## src/rtl/tick_timer.sv

```systemverilog
// Event counter with wrap/saturate option, free-running tick prescaler and a
// retriggerable tick-based timeout (IDLE/RUN/DONE) for the game FSM.
module tick_timer #(
  parameter int unsigned WIDTH         = 12,
  parameter int unsigned CLK_HZ        = 50000000,
  parameter int unsigned TICK_HZ       = 2000,
  parameter int unsigned TIMEOUT_TICKS = 4000,
  parameter bit          SATURATE      = 1'b0
) (
  input  logic             clk_50M,
  input  logic             i_Zero,
  input  logic             i_Clear,
  input  logic             i_Enable,
  input  logic             i_TwoSec,
  input  logic             i_Abort,
  output logic [WIDTH-1:0] o_Count,
  output logic             o_Wrap,
  output logic             o_Tick,
  output logic             o_Busy,
  output logic             o_TwoSec
);

  localparam int unsigned     DIV        = CLK_HZ / TICK_HZ;
  localparam int unsigned     PW         = (DIV > 1) ? $clog2(DIV) : 1;
  localparam logic [PW-1:0]   PRESC_LAST = PW'(DIV - 1);
  localparam logic [15:0]     TICK_LAST  = 16'(TIMEOUT_TICKS - 1);
  localparam logic [WIDTH-1:0] CNT_MAX   = '1;
  localparam logic [WIDTH-1:0] CNT_PENULT = CNT_MAX - WIDTH'(1);

  typedef enum logic [1:0] {
    IDLE,
    RUN,
    DONE
  } state_t;

  state_t           state, state_nxt;
  logic [PW-1:0]    presc, presc_nxt;
  logic [15:0]      ticks, ticks_nxt;
  logic [WIDTH-1:0] count, count_nxt;
  logic             wrap, wrap_nxt;
  logic             tick;

  assign tick = (presc == PRESC_LAST);

  always_ff @(posedge clk_50M or posedge i_Zero) begin
    if (i_Zero) begin
      state <= IDLE;
      presc <= '0;
      ticks <= '0;
      count <= '0;
      wrap  <= 1'b0;
    end else begin
      state <= state_nxt;
      presc <= presc_nxt;
      ticks <= ticks_nxt;
      count <= count_nxt;
      wrap  <= wrap_nxt;
    end
  end

  // Start and retrigger both realign the prescaler so a full timeout follows.
  always_comb begin
    state_nxt = state;
    ticks_nxt = ticks;
    presc_nxt = tick ? '0 : presc + PW'(1);
    case (state)
      IDLE: begin
        if (i_TwoSec && !i_Abort) begin
          state_nxt = RUN;
          presc_nxt = '0;
          ticks_nxt = '0;
        end
      end
      RUN: begin
        if (i_Abort) begin
          state_nxt = IDLE;
          ticks_nxt = '0;
        end else if (i_TwoSec) begin
          presc_nxt = '0;
          ticks_nxt = '0;
        end else if (tick) begin
          if (ticks == TICK_LAST) begin
            state_nxt = DONE;
            ticks_nxt = '0;
          end else begin
            ticks_nxt = ticks + 16'd1;
          end
        end
      end
      DONE: begin
        state_nxt = IDLE;
      end
      default: begin
        state_nxt = IDLE;
        ticks_nxt = '0;
      end
    endcase
  end

  always_comb begin
    count_nxt = count;
    wrap_nxt  = 1'b0;
    if (i_Clear) begin
      count_nxt = '0;
    end else if (i_Enable) begin
      if (SATURATE) begin
        if (count != CNT_MAX) begin
          count_nxt = count + WIDTH'(1);
          wrap_nxt  = (count == CNT_PENULT);
        end
      end else begin
        count_nxt = count + WIDTH'(1);
        wrap_nxt  = (count == CNT_MAX);
      end
    end
  end

  assign o_Count  = count;
  assign o_Wrap   = wrap;
  assign o_Tick   = tick;
  assign o_Busy   = (state == RUN);
  assign o_TwoSec = (state == DONE);

endmodule

```

## config.mk

```make
export PLATFORM = sky130hd
export DESIGN_NAME = tick_timer
export DESIGN_NICKNAME = d
export VERILOG_FILES = /design/src/rtl/tick_timer.sv
export SDC_FILE = /design/constraint.sdc
export NUM_CORES = 1
export LEC_CHECK = 0
export ABC_CLOCK_PERIOD_IN_PS = 2300
export CAP_MARGIN = 20
export CORE_ASPECT_RATIO = 0.6
export CORE_MARGIN = 1
export CORE_UTILIZATION = 51
export DETAILED_ROUTE_END_ITERATION = 7
export PLACE_DENSITY = 0.75
export RECOVER_POWER = 100
export SLEW_MARGIN = 40
export SYNTH_ARGS = -nofsm -noshare
export SYNTH_HDL_FRONTEND = slang
export SYNTH_SLANG_ARGS = --single-unit
```

## constraint.sdc

```tcl
create_clock -name clk_50M -period 2.3 [get_ports clk_50M]
set_input_delay 0.46 -clock clk_50M [delete_from_list [all_inputs] [get_ports clk_50M]]
set_output_delay 0.46 -clock clk_50M [all_outputs]
set_load 0.01 [all_outputs]
```

# Word level (Yosys, flattened, before mapping)
# Cells that the tools add are included.
dict set report word_totals {
  ff_bits 46
  inputBits 6
  word_cells 46
}
dict set report classes {
  addsub 3
  n_eq_ne 10
  muxes 21
  n_bitwise 1
  n_reduce_logical 6
}
# cell count
set op_table {}
lappend op_table {{16-bit 2-to-1 mux} 5}
lappend op_table {{15-bit 2-to-1 mux} 4}
lappend op_table {{16-bit one-hot mux with 3 select lines} 1}
lappend op_table {{15-bit one-hot mux with 2 select lines} 1}
lappend op_table {{12-bit 2-to-1 mux} 2}
lappend op_table {{16-bit by 1-bit adder with 16-bit output, second input constant} 1}
lappend op_table {{16-bit by 12-bit == test with 1-bit output, second input constant} 1}
lappend op_table {{15-bit by 1-bit adder with 15-bit output, second input constant} 1}
lappend op_table {{15-bit == test, second input constant} 1}
lappend op_table {{12-bit by 1-bit adder with 12-bit output, second input constant} 1}
lappend op_table {{12-bit == test, second input constant} 1}
lappend op_table {{2-bit 2-to-1 mux} 5}
lappend op_table {{3-bit by 2-bit != test with 1-bit output, second input constant} 2}
lappend op_table {{4-bit by 3-bit != test with 1-bit output, second input constant} 1}
lappend op_table {{2-bit one-hot mux with 2 select lines} 1}
lappend op_table {{4-bit AND reduction} 1}
lappend op_table {{3-bit != test, second input constant} 1}
lappend op_table {{3-bit AND reduction} 1}
lappend op_table {{2-bit by 1-bit == test with 1-bit output, second input constant} 1}
lappend op_table {{2-bit == test, second input constant} 1}
lappend op_table {{2-bit logical NOT} 1}
lappend op_table {{1-bit 2-to-1 mux} 2}
lappend op_table {{2-bit != test, second input constant} 1}
lappend op_table {{2-bit nonzero test} 1}
lappend op_table {{3 further kinds} 3}

# Logic depth before layout (Yosys ltp)
# Gate-level depths: netlist of the first run.
dict set report depth {
  ltp_word 6
  mapped_depth 7
}

# Worst setup path before layout of the first run
# Ideal clock, no wire load.
dict set report synth_path {
  path_kind {flip-flop to flip-flop}
  startpoint {register presc[0]}
  endpoint {register ticks[12]}
  setup_ns 0.077
  t_arrival_ns 2.339
  slack_ns -0.116
  stages_incl_launch_ff 8
  n_path_buf 1
  cell_sequence {dfrtp_1 -> ha_1 -> or4bb_1 -> nor4_4 -> or3b_1 -> buf_2 -> or3_1 -> o21ai_1}
}
dict set report synth_between {
  elab_chain_cells 3
}
# element line
set synth_lines {}
lappend synth_lines {{from (decl)} 37} ;# logic [PW-1:0] presc, presc_nxt;
lappend synth_lines {{from (signal assigned)} 54} ;# presc <= presc_nxt;
lappend synth_lines {{15-bit == test} 43} ;# assign tick = (presc == PRESC_LAST);
lappend synth_lines {{named net o_Tick} 18} ;# output logic o_Tick,
lappend synth_lines {{4-bit by 3-bit != test with 1-bit output (no source line)} -}
lappend synth_lines {{3-bit AND reduction (no source line)} -}
lappend synth_lines {{to (signal assigned)} 55} ;# ticks <= ticks_nxt;
lappend synth_lines {{to (decl)} 38} ;# logic [15:0] ticks, ticks_nxt;
# The timed path passes the listed nets, and every way through them passes these cells.
# A chain may end at the register's enable or synchronous reset.

# Worst setup path after layout of the first run
dict set report layout_path {
  startpoint {register presc[4]}
  endpoint {register ticks[13]}
}
dict set report layout_between {
  elab_chain_cells 3
}
# element line
set layout_lines {}
lappend layout_lines {{15-bit == test} 43}
lappend layout_lines {{4-bit by 3-bit != test with 1-bit output (no source line)} -}
lappend layout_lines {{3-bit AND reduction (no source line)} -}
# Every way passes these cells.

==> reports/qor.yml, run 1 <==
status: "finished with violations"
violations: "negative setup slack"
wl_per_cell_um: 14.7
synth.distinct_cells: 43
final_hold_viol_count: 0
finalNetCount: 299
areaGrowthSynthToFinish_pct: 25.1
p_seq_share_pct: 47.9
p_sw_share_pct: 22.2
layout_common_cells: "dfrtp_1, nor2_1, dlygate4sd3_1, buf_4"
grt_max_degree: 47
firstDrtPassIters: 4
drv_slew: 0
fin_crit_sh_pct: 101
htreeDepth: 2
cts_tree: "done"
clk_pin_slew_worst_paths_ns: 0.09
arrival_ns: 2.54
die_h_um: 54.7
ys_seq_elements: 46
comb_power_share_pct: 11.3
hpwl_um: 3760
peakVddDrop_mv: 0.376
finalWorstSetupSlack_ns: -0.0177
syn_area_per_cell_um2: 9.56
final_common_cell: "dfrtp_1"
synth_area_leaders: "dfrtp_1, xor2_1, nor2_1"
worstMarginPinSlew_ns: 1.10
dr.first_iter.drc_count: 151
hold_class: "flop to flop"
syn_nets: 256
ant_nets: 0
place_area_um2: 2800
fin_hold_ws_ns: 0.525
drc_errors: 0
yosysSeqAreaShare_pct: 48.8
start_util_pct: 55.2
synth_top_area_share_pct: 48.8
diodes: 0
holdBufCountCts: 0
num_io_pins: 22
grt_pass1_wl_um: 8950
yosys.area.top_type: "dfrtp_1"
max_freq_ghz: 0.431
drv_cap: 0
worstSkewPairLatency_ns: 0.30
crit_type: "flop to flop"
start_kind: "flop"
p_per_area_nw_per_um2: 608
routed_wl_um: 5180
cts_sinks: 46
post_synth_instance_area_um2: 2360
final_area_um2: 2950
std_cell_rows: 18
cp-end-kind: "flop"
layout_min_cycle_time_ns: 2.32
post-route-util_pct: 69.0
crit_path_max_fanout: 10
cts_root_buf: "clkbuf_8"
vias: 1985
cp.required_ns: 2.52
die_w_um: 89.8
setup_viol: 2
power.share.clock_pct: 40.9
p_switching_uw: 398
synthCells: 247
io_buffers: 21
fillers: 334
grt_setup_unrepaired: "true"
p_leak_nw: 1.34
grt_pass1_vias: 1816
grt_overflow: 0
fin_total_pwr_mw: 1.80
ys_warn_count: 0
p_int_mw: 1.40
die-area_um2: 4910
core_area_um2: 4280
cts_inserted_buffers: 5
antenna_found_initial: 0
clock_skew_ns: 0.0153
track_usage_pct: 23.5
finalWeightedCongestion: 0.842
routed_via_density: 5.66
drive_above_1_share_pct: 13.4
cts.path.max_buffers: 2
relSlewSlack_pct: 26.6
## power by group through the flow
stage | logic (mW) | clock network (mW) | registers [mW]
global route | 0.233 | 0.776 | 0.864
floorplan | 0.107 | 0 | 0.884
detailed placement | 0.203 | 0 | 0.876
global placement | 0.201 | 0 | 0.875
CTS | 0.204 | 0.746 | 0.860
finish | 0.202 | 0.734 | 0.860
## what timing repair did
item,in CTS,in global routing
buffers inserted,1,1
pin swaps,1,0
setup endpoints to repair,8,11
gates resized for setup,5,5
## metrics by stage
stage               TNS (ns)  instances  worst slack (ns)
global placement     -0.0515        341           -0.0515
floorplan             -0.433        247           -0.0903
global route          -0.370        351           -0.0781
CTS                  -0.0165        350           -0.0165
finish               -0.0178        351           -0.0177
detailed placement    -0.171        341           -0.0805
## Yosys cell counts, drive strengths merged
cell / instances
or2: 3
nand2b: 1
nand3: 13
nor3: 7
xor2: 15
o21ai: 14
ha: 3
nor4: 5
xnor2: 8
o2bb2ai: 1
or3b: 2
o21a: 1
o31ai: 2
or4b: 1
nand2: 15
nor2b: 3
nand4bb: 1
o21bai: 1
nand4: 10
mux2i: 1
inv: 10
and3: 6
and4: 7
clkbuf: 6
and3b: 1
a211o: 1
or4: 1
nor3b: 2
a311oi: 1
a22o: 1
a21o: 1
dfrtp: 46
nor2: 34
o41ai: 2
or4bb: 1
buf: 1
a211oi: 2
nor4b: 2
a21oi: 9
or3: 6
## critical path, cell delays in order (launching register included)
cell and delay [ns]:
dfrtp_1 0.39, or4b_4 0.57, nor4_4 0.35, or3b_4 0.49
or3_1 0.36, o21ai_1 0.08
## final timing paths
| kind | to | slack (ns) | cells after the start | from |
|---|---|---|---|---|
| max | ticks[13] | -0.02 | 5 | presc[4] |
| min | state[0] | 0.52 | 1 | state[1] |
| max reg2reg | ticks[13] | -0.02 | 5 | presc[4] |
| min reg2reg | state[0] | 0.52 | 1 | state[1] |
| max in group asynchronous | o_Count[0] | 0.66 | 3 | i_Zero |
| min in group asynchronous | state[1] | 0.95 | 3 | i_Zero |
## kinds of logic (layout without fill, tap and decap cells)
logic type	after synthesis	in the layout	share of synthesized area (%)
DFF	46	46	48.8
muxes	1	1	0.424
buffers and inverters	17	61	2.76
xor gates and xnor gates	23	23	8.53
and+or+nand+nor	121	121	28.6
adders and majority gates	3	3	1.59
AOI/OAI and AO/OA	36	36	9.33
## sequential cells by signal, summed over array words and instances, names as in the netlist
| register | cells |
|---|---|
| o_Wrap | 1 |
| presc | 15 |
| o_Count | 12 |
| state | 2 |
| ticks | 16 |
## cell type report
class / count / area, um^2 / share of cell area, %
timing repair buffer: 43 / 369 / 12.5
sequential: 46 / 1150 / 39.0
clock buffer: 6 / 82.6 / 2.80
inverter: 10 / 37.5 / 1.27
tap: 60 / 75.1 / 2.54
multi-input combinational: 184 / 1180 / 39.9
clock inverter: 2 / 60.1 / 2.03
## metal layers
layer,track usage [%],wire (um)
met5,0,0
met2,33.1,2030
met3,4.72,297
met1,36.7,2830
met4,5.19,23
No activity file was read; power rests on OpenSTA's default activity.
==> run 2: changes to the inputs <==
--- a/config.mk
+++ b/config.mk
@@ -6,11 +6,11 @@
 export NUM_CORES = 1
 export LEC_CHECK = 0
 export ABC_CLOCK_PERIOD_IN_PS = 2300
-export CAP_MARGIN = 20
 export CORE_ASPECT_RATIO = 0.6
 export CORE_MARGIN = 1
 export CORE_UTILIZATION = 51
 export DETAILED_ROUTE_END_ITERATION = 7
+export GPL_TIMING_DRIVEN = 0
 export PLACE_DENSITY = 0.75
 export RECOVER_POWER = 100
 export SLEW_MARGIN = 40
==> run 2 against run 1 <==
Against the previous run: the run still ends with negative setup slack left; fmax shrank 4.9%; die area is the same; utilization shrank 0.56 points; sequential power grew 2%; non-clock buffer count shrank 1; power shrank 14%; count of clock-buffer cells in the layout grew 1; critical path depth grew 2; hold slack gained 0.0080 ns; register-to-register slack lost 0.12 ns; sequential share of layout area grew 0.36 points; critical path type unchanged.
==> reports/qor.yml, run 2 (synthesized netlist as in run 1, its figures left out) <==
drv_slew: 0  # unchanged
worstMarginPinSlew_ns: 0.870  # was 1.10 ns
layout_common_cells: "dfrtp_1, nor2_1"  # was dfrtp_1, nor2_1, dlygate4sd3_1, buf_4
status: "finished with violations"  # unchanged
grt_overflow: 0  # unchanged
std_cell_rows: 18  # unchanged
power.share.clock_pct: 30.3  # was 40.9%
firstDrtPassIters: 4  # unchanged
busiest_layer: "met1"  # unchanged
hpwl_um: 3740  # was 3760 um
grt_setup_unrepaired: "true"  # unchanged
antenna_found_initial: 0  # unchanged
final_hold_viol_count: 0  # unchanged
htreeDepth: 2  # unchanged
globalRouteMet2Util_pct: 32.1  # was 33.1%
p_seq_share_pct: 57.1  # was 47.9%
hold_class: "flop to flop"  # unchanged
finalWeightedCongestion: 0.787  # was 0.842
start_util_pct: 55.2  # unchanged
p_leak_nw: 1.31  # was 1.34 nW
vias: 1992  # was 1985
grt_pass1_wl_um: 8620  # was 8950 um
diodes: 0  # unchanged
areaGrowthSynthToFinish_pct: 24.1  # was 25.1%
largest_register: "ticks"  # unchanged
finalSetupTns_ns: -0.845  # was -0.0178 ns
io_buffers: 20  # was 21
cts_tree: "done"  # unchanged
use_met1_pct: 35.7  # was 36.7%
setup_viol: 9  # was 2
crit_path_max_fanout: 8  # was 10
dr.first_iter.drc_count: 126  # was 151
final_common_cell: "dfrtp_1"  # unchanged
routed_via_density: 5.71  # was 5.66
arrival_ns: 2.63  # was 2.54 ns
r2r_slack_ns: -0.14  # was -0.02 ns
track_usage_pct: 23.3  # was 23.5%
use_met3_pct: 5.42  # was 4.72%
core_area_um2: 4280  # unchanged
num_io_pins: 22  # unchanged
cp-end-kind: "flop"  # unchanged
holdBufCountCts: 0  # unchanged
die-area_um2: 4910  # unchanged
final_area_um2: 2930  # was 2950 um^2
p_int_mw: 1.14  # was 1.40 mW
cts_inserted_buffers: 5  # unchanged
grt_max_degree: 36  # was 47
peakVddDrop_mv: 0.276  # was 0.376 mV
die_h_um: 54.7  # unchanged
worstSkewPairLatency_ns: 0.30  # about the same
ant_nets: 0  # unchanged
largest_reg_flops: 16  # unchanged
clk_pin_slew_worst_paths_ns: 0.08  # was 0.09 ns
cp.required_ns: 2.49  # was 2.52 ns
routed_wl_um: 5500  # was 5180 um
start_kind: "flop"  # unchanged
cts_root_buf: "clkbuf_8"  # unchanged
p_per_area_nw_per_um2: 525  # was 608 nW/um^2
finalWorstSetupSlack_ns: -0.137  # was -0.0177 ns
die_w_um: 89.8  # unchanged
layout_min_cycle_time_ns: 2.44  # was 2.32 ns
finalNetCount: 298  # was 299
crit_type: "flop to flop"  # unchanged
drv_cap: 0  # unchanged
cts_sinks: 46  # unchanged
fin_crit_sh_pct: 106  # was 101%
p_sw_share_pct: 25.8  # was 22.2%
grt_pass1_vias: 1723  # was 1816
clock_skew_ns: 0.00616  # was 0.0153 ns
comb_power_share_pct: 12.6  # was 11.3%
violations: "negative setup slack"  # unchanged
place_ws_ns: -0.282  # was -0.0805 ns
cts.path.max_buffers: 2  # unchanged
drc_errors: 0  # unchanged
wl_per_cell_um: 15.8  # was 14.7 um
place_area_um2: 2700  # was 2800 um^2
p_switching_uw: 397  # was 398 uW
max_freq_ghz: 0.410  # was 0.431 GHz
relSlewSlack_pct: 42.0  # was 26.6%
drive_above_1_share_pct: 14.9  # was 13.4%
## run 2: cell types whose count changed in the layout (fill, tap and decap cells not counted), moves of 2 or more
cell / change
buf_4: -2
bufinv_16: -2
clkbuf_1: +3
dlygate4sd3_1: -2
nor4_4: +2
o21ai_0: -4
o21ai_1: +3
o41ai_1: -2
o41ai_2: +2
## run 2: what timing repair did
action,in CTS,in global routing
pin swaps,3,2
endpoints found under the setup margin,25,25
buffers inserted,8,6
gates resized for setup,7,22
## run 2: critical path, stage by stage (launching register included)
cell and delay (ns):
dfrtp_1 0.40, or4b_4 0.55, nor4_4 0.30, buf_4 0.18
or3b_4 0.39, buf_8 0.15, buf_4 0.14, o41ai_2 0.21
## run 2: layout make-up
| class | instances | area (um^2) |
|---|---|---|
| repair buffers | 35 | 312 |
| flip-flops and latches | 46 | 1150 |
| well taps | 60 | 75.1 |
| inverters | 10 | 38.8 |
| multi-input cells | 184 | 1230 |
| plain buffers | 7 | 45.0 |
| clock buffers | 7 | 76.3 |
| fillers | 328 | 1350 |
## run 2: final timing paths
path,from,to,cells past startpoint
max,presc[4],ticks[11],7
min,state[1],state[0],1
max reg2reg,presc[4],ticks[11],7
min reg2reg,state[1],state[0],1
max in group asynchronous,i_Zero,presc[2],3
min in group asynchronous,i_Zero,state[0],2
## run 2: power groups by stage
stage          sequential, mW  combinational (mW)  clock, mW
2_1_floorplan           0.884               0.107          0
3_3_place_gp            0.889               0.148          0
3_5_place_dp            0.892               0.162          0
4_1_cts                 0.876               0.180      0.476
5_1_grt                 0.881               0.213      0.503
6_report                0.879               0.193      0.467
## run 2: routing by layer
metal  vias up  wire [um]
met4         0         48
li1        968          -
met1       954       2950
met2        62       2190
met5         -          0
met3         8        310
## run 2: metrics by stage
step | hold slack, ns | instances | utilization [%] | power [mW]
after CTS | 0.417 | 343 | 66.5 | 1.53
after global placement | 0.487 | 327 | 62.2 | 1.04
final | 0.533 | 349 | 68.5 | 1.54
after detailed placement | 0.489 | 328 | 63.0 | 1.05
after global routing | 0.568 | 349 | 68.5 | 1.60
after floorplan | 0.470 | 247 | - | 0.991
==> run 3: changes to the inputs <==
--- a/config.mk
+++ b/config.mk
@@ -7,11 +7,9 @@
 export LEC_CHECK = 0
 export ABC_CLOCK_PERIOD_IN_PS = 2300
 export CORE_ASPECT_RATIO = 0.6
-export CORE_MARGIN = 1
-export CORE_UTILIZATION = 51
+export CORE_UTILIZATION = 35
 export DETAILED_ROUTE_END_ITERATION = 7
 export GPL_TIMING_DRIVEN = 0
-export PLACE_DENSITY = 0.75
 export RECOVER_POWER = 100
 export SLEW_MARGIN = 40
 export SYNTH_ARGS = -nofsm -noshare
==> run 3 against run 2 <==
Against the previous run: the flow still finishes with violations (negative setup slack); non-clock buffer count unchanged; power increased by 1.9%; combinational power is 14% lower; sequential share of layout area shrank 1.4 points; worst setup slack improved by 0.034 ns; global-route usage down 5.9 points; cell area increased by 3.6%; sequential power decreased by 0.5%; via count is 2.8% lower; critical path type unchanged; largest power group unchanged.
==> reports/qor.yml, run 3 (synthesized netlist as in run 1, its figures left out) <==
status: "finished with violations"  # unchanged
violations: "negative setup slack"  # unchanged
final_common_cell: "dfrtp_1"  # unchanged
finalSetupTns_ns: -0.536  # was -0.845 ns
dr.first_iter.drc_count: 73  # was 126
fin_hold_ws_ns: 0.516  # was 0.533 ns
io_buffers: 20  # unchanged
p_leak_nw: 1.36  # was 1.31 nW
finalWorstSetupSlack_ns: -0.102  # was -0.137 ns
max_freq_ghz: 0.416  # was 0.410 GHz
r2r_cells: 7  # unchanged
ant_nets: 0  # unchanged
start_kind: "flop"  # unchanged
hold_class: "input pin to asynchronous set/reset pin"  # was flop to flop
cp-end-kind: "flop"  # unchanged
crit_type: "flop to flop"  # unchanged
grt_overflow: 0  # unchanged
fillers: 615  # was 328
cts.path.max_buffers: 2  # unchanged
crit_path_max_fanout: 5  # was 8
cts_root_buf: "clkbuf_8"  # unchanged
vias: 1936  # was 1992
cts_inserted_buffers: 5  # unchanged
grt_setup_unrepaired: "true"  # unchanged
grt_max_degree: 41  # was 36
largest_register: "ticks"  # unchanged
peakVddDrop_mv: 0.219  # was 0.276 mV
relSlewSlack_pct: 33.3  # was 42.0%
die_w_um: 108  # was 89.8 um
htreeDepth: 2  # unchanged
place_ws_ns: -0.274  # was -0.282 ns
final_hold_viol_count: 0  # unchanged
drc_errors: 0  # unchanged
antenna_found_initial: 0  # unchanged
layout_min_cycle_time_ns: 2.40  # was 2.44 ns
drv_slew: 0  # unchanged
fin_total_pwr_mw: 1.57  # was 1.54 mW
grt_pass1_vias: 1834  # was 1723
firstDrtPassIters: 4  # unchanged
drive_above_1_share_pct: 16.9  # was 14.9%
diodes: 0  # unchanged
core_area_um2: 6300  # was 4280 um^2
die_h_um: 65.6  # was 54.7 um
multi_input_area_um2: 1270  # was 1230 um^2
worstSkewPairLatency_ns: 0.32  # was 0.30 ns
clock_skew_ns: 0.0137  # was 0.00616 ns
layout_common_cells: "dfrtp_1, nor2_1, nand2_1, xor2_1, dlygate4sd3_1"  # was dfrtp_1, nor2_1
grt_pass1_wl_um: 9280  # was 8620 um
fin_crit_sh_pct: 104  # was 106%
drv_cap: 0  # unchanged
largest_reg_flops: 16  # unchanged
cts_sinks: 46  # unchanged
clk_pin_slew_worst_paths_ns: 0.10  # was 0.08 ns
worstMarginPinSlew_ns: 1.00  # was 0.870 ns
finalWeightedCongestion: 0.773  # was 0.787
track_usage_pct: 17.3  # was 23.3%
start_util_pct: 37.5  # was 55.2%
arrival_ns: 2.65  # was 2.63 ns
dp_cells: 352  # was 328
cp.required_ns: 2.55  # was 2.49 ns
wl_per_cell_um: 14.8  # was 15.8 um
routed_via_density: 5.18  # was 5.71
stdcell_count: 374  # was 349
areaGrowthSynthToFinish_pct: 28.6  # was 24.1%
routed_wl_um: 5550  # was 5500 um
setup_viol: 8  # was 9
die-area_um2: 7090  # was 4910 um^2
std_cell_rows: 22  # was 18
register_area_um2: 1150  # about the same
cts_tree: "done"  # unchanged
hpwl_um: 3550  # was 3740 um
finalNetCount: 298  # unchanged
p_per_area_nw_per_um2: 516  # was 525 nW/um^2
holdBufCountCts: 0  # unchanged
num_io_pins: 22  # unchanged
run 3: cell count changes in the layout (fill, tap and decap cells not counted), sizes merged:
| cell | before | now |
|---|---|---|
| inv | 9 | 10 |
| clkinvlp | 1 | 2 |
| clkbuf | 13 | 10 |
| buf | 17 | 18 |
| clkinv | 0 | 1 |
run 3: report_power, final:
group | internal (mW) | switching (mW)
Clock | 0.220 | 0.307
Combinational | 0.0767 | 0.0895
Sequential | 0.837 | 0.0378
run 3: through the flow:
| stage | utilization, % | area, um^2 |
|---|---|---|
| 6_report | 48.2 | 3040 |
| 3_5_place_dp | 43.2 | 2730 |
| 3_3_place_gp | 42.7 | 2690 |
| 2_1_floorplan | - | 2390 |
| 5_1_grt | 48.2 | 3040 |
| 4_1_cts | 46.5 | 2930 |
run 3: area by class of cell:
| class | count | area share (%) |
|---|---|---|
| buffer | 6 | 1.57 |
| tap | 84 | 3.46 |
| inverter | 10 | 1.28 |
| clock inverter | 3 | 0.824 |
| multi-input combinational | 184 | 41.9 |
| sequential | 46 | 37.9 |
| clock buffer | 5 | 2.27 |
| timing repair buffer | 36 | 10.8 |
run 3: critical path, stage by stage (launching register included):
cell	delay (ns)
dfrtp_1	0.39
or4b_4	0.55
nor4_4	0.30
buf_4	0.17
or3b_4	0.39
buf_6	0.14
or3_1	0.33
o21ai_1	0.08
run 3: final timing paths:
path | endpoint | startpoint | slack, ns
setup reg to reg | ticks[10] | presc[4] | -0.10
max in group asynchronous | presc[6] | i_Zero | 0.54
min in group clk_50M | state[0] | state[1] | 0.54
hold reg to reg | state[0] | state[1] | 0.54
hold / removal | o_Count[0] | i_Zero | 0.52
setup / recovery | ticks[10] | presc[4] | -0.10
run 3: metal layers:
| layer | vias up | part of all wire [%] | global-route usage, % |
|---|---|---|---|
| met1 | 921 | 57 | 27.8 |
| li1 | 965 | - | - |
| met5 | - | 0 | 0 |
| met2 | 43 | 37 | 21.7 |
| met3 | 7 | 5.2 | 4.66 |
| met4 | 0 | 1.0 | 4.62 |
run 3: repair_timing:
item	4_1_cts	5_1_grt
gates resized for setup	16	21
setup buffers	8	6
endpoints found under the setup margin	25	25
cloned	1	0
pin swaps	2	4
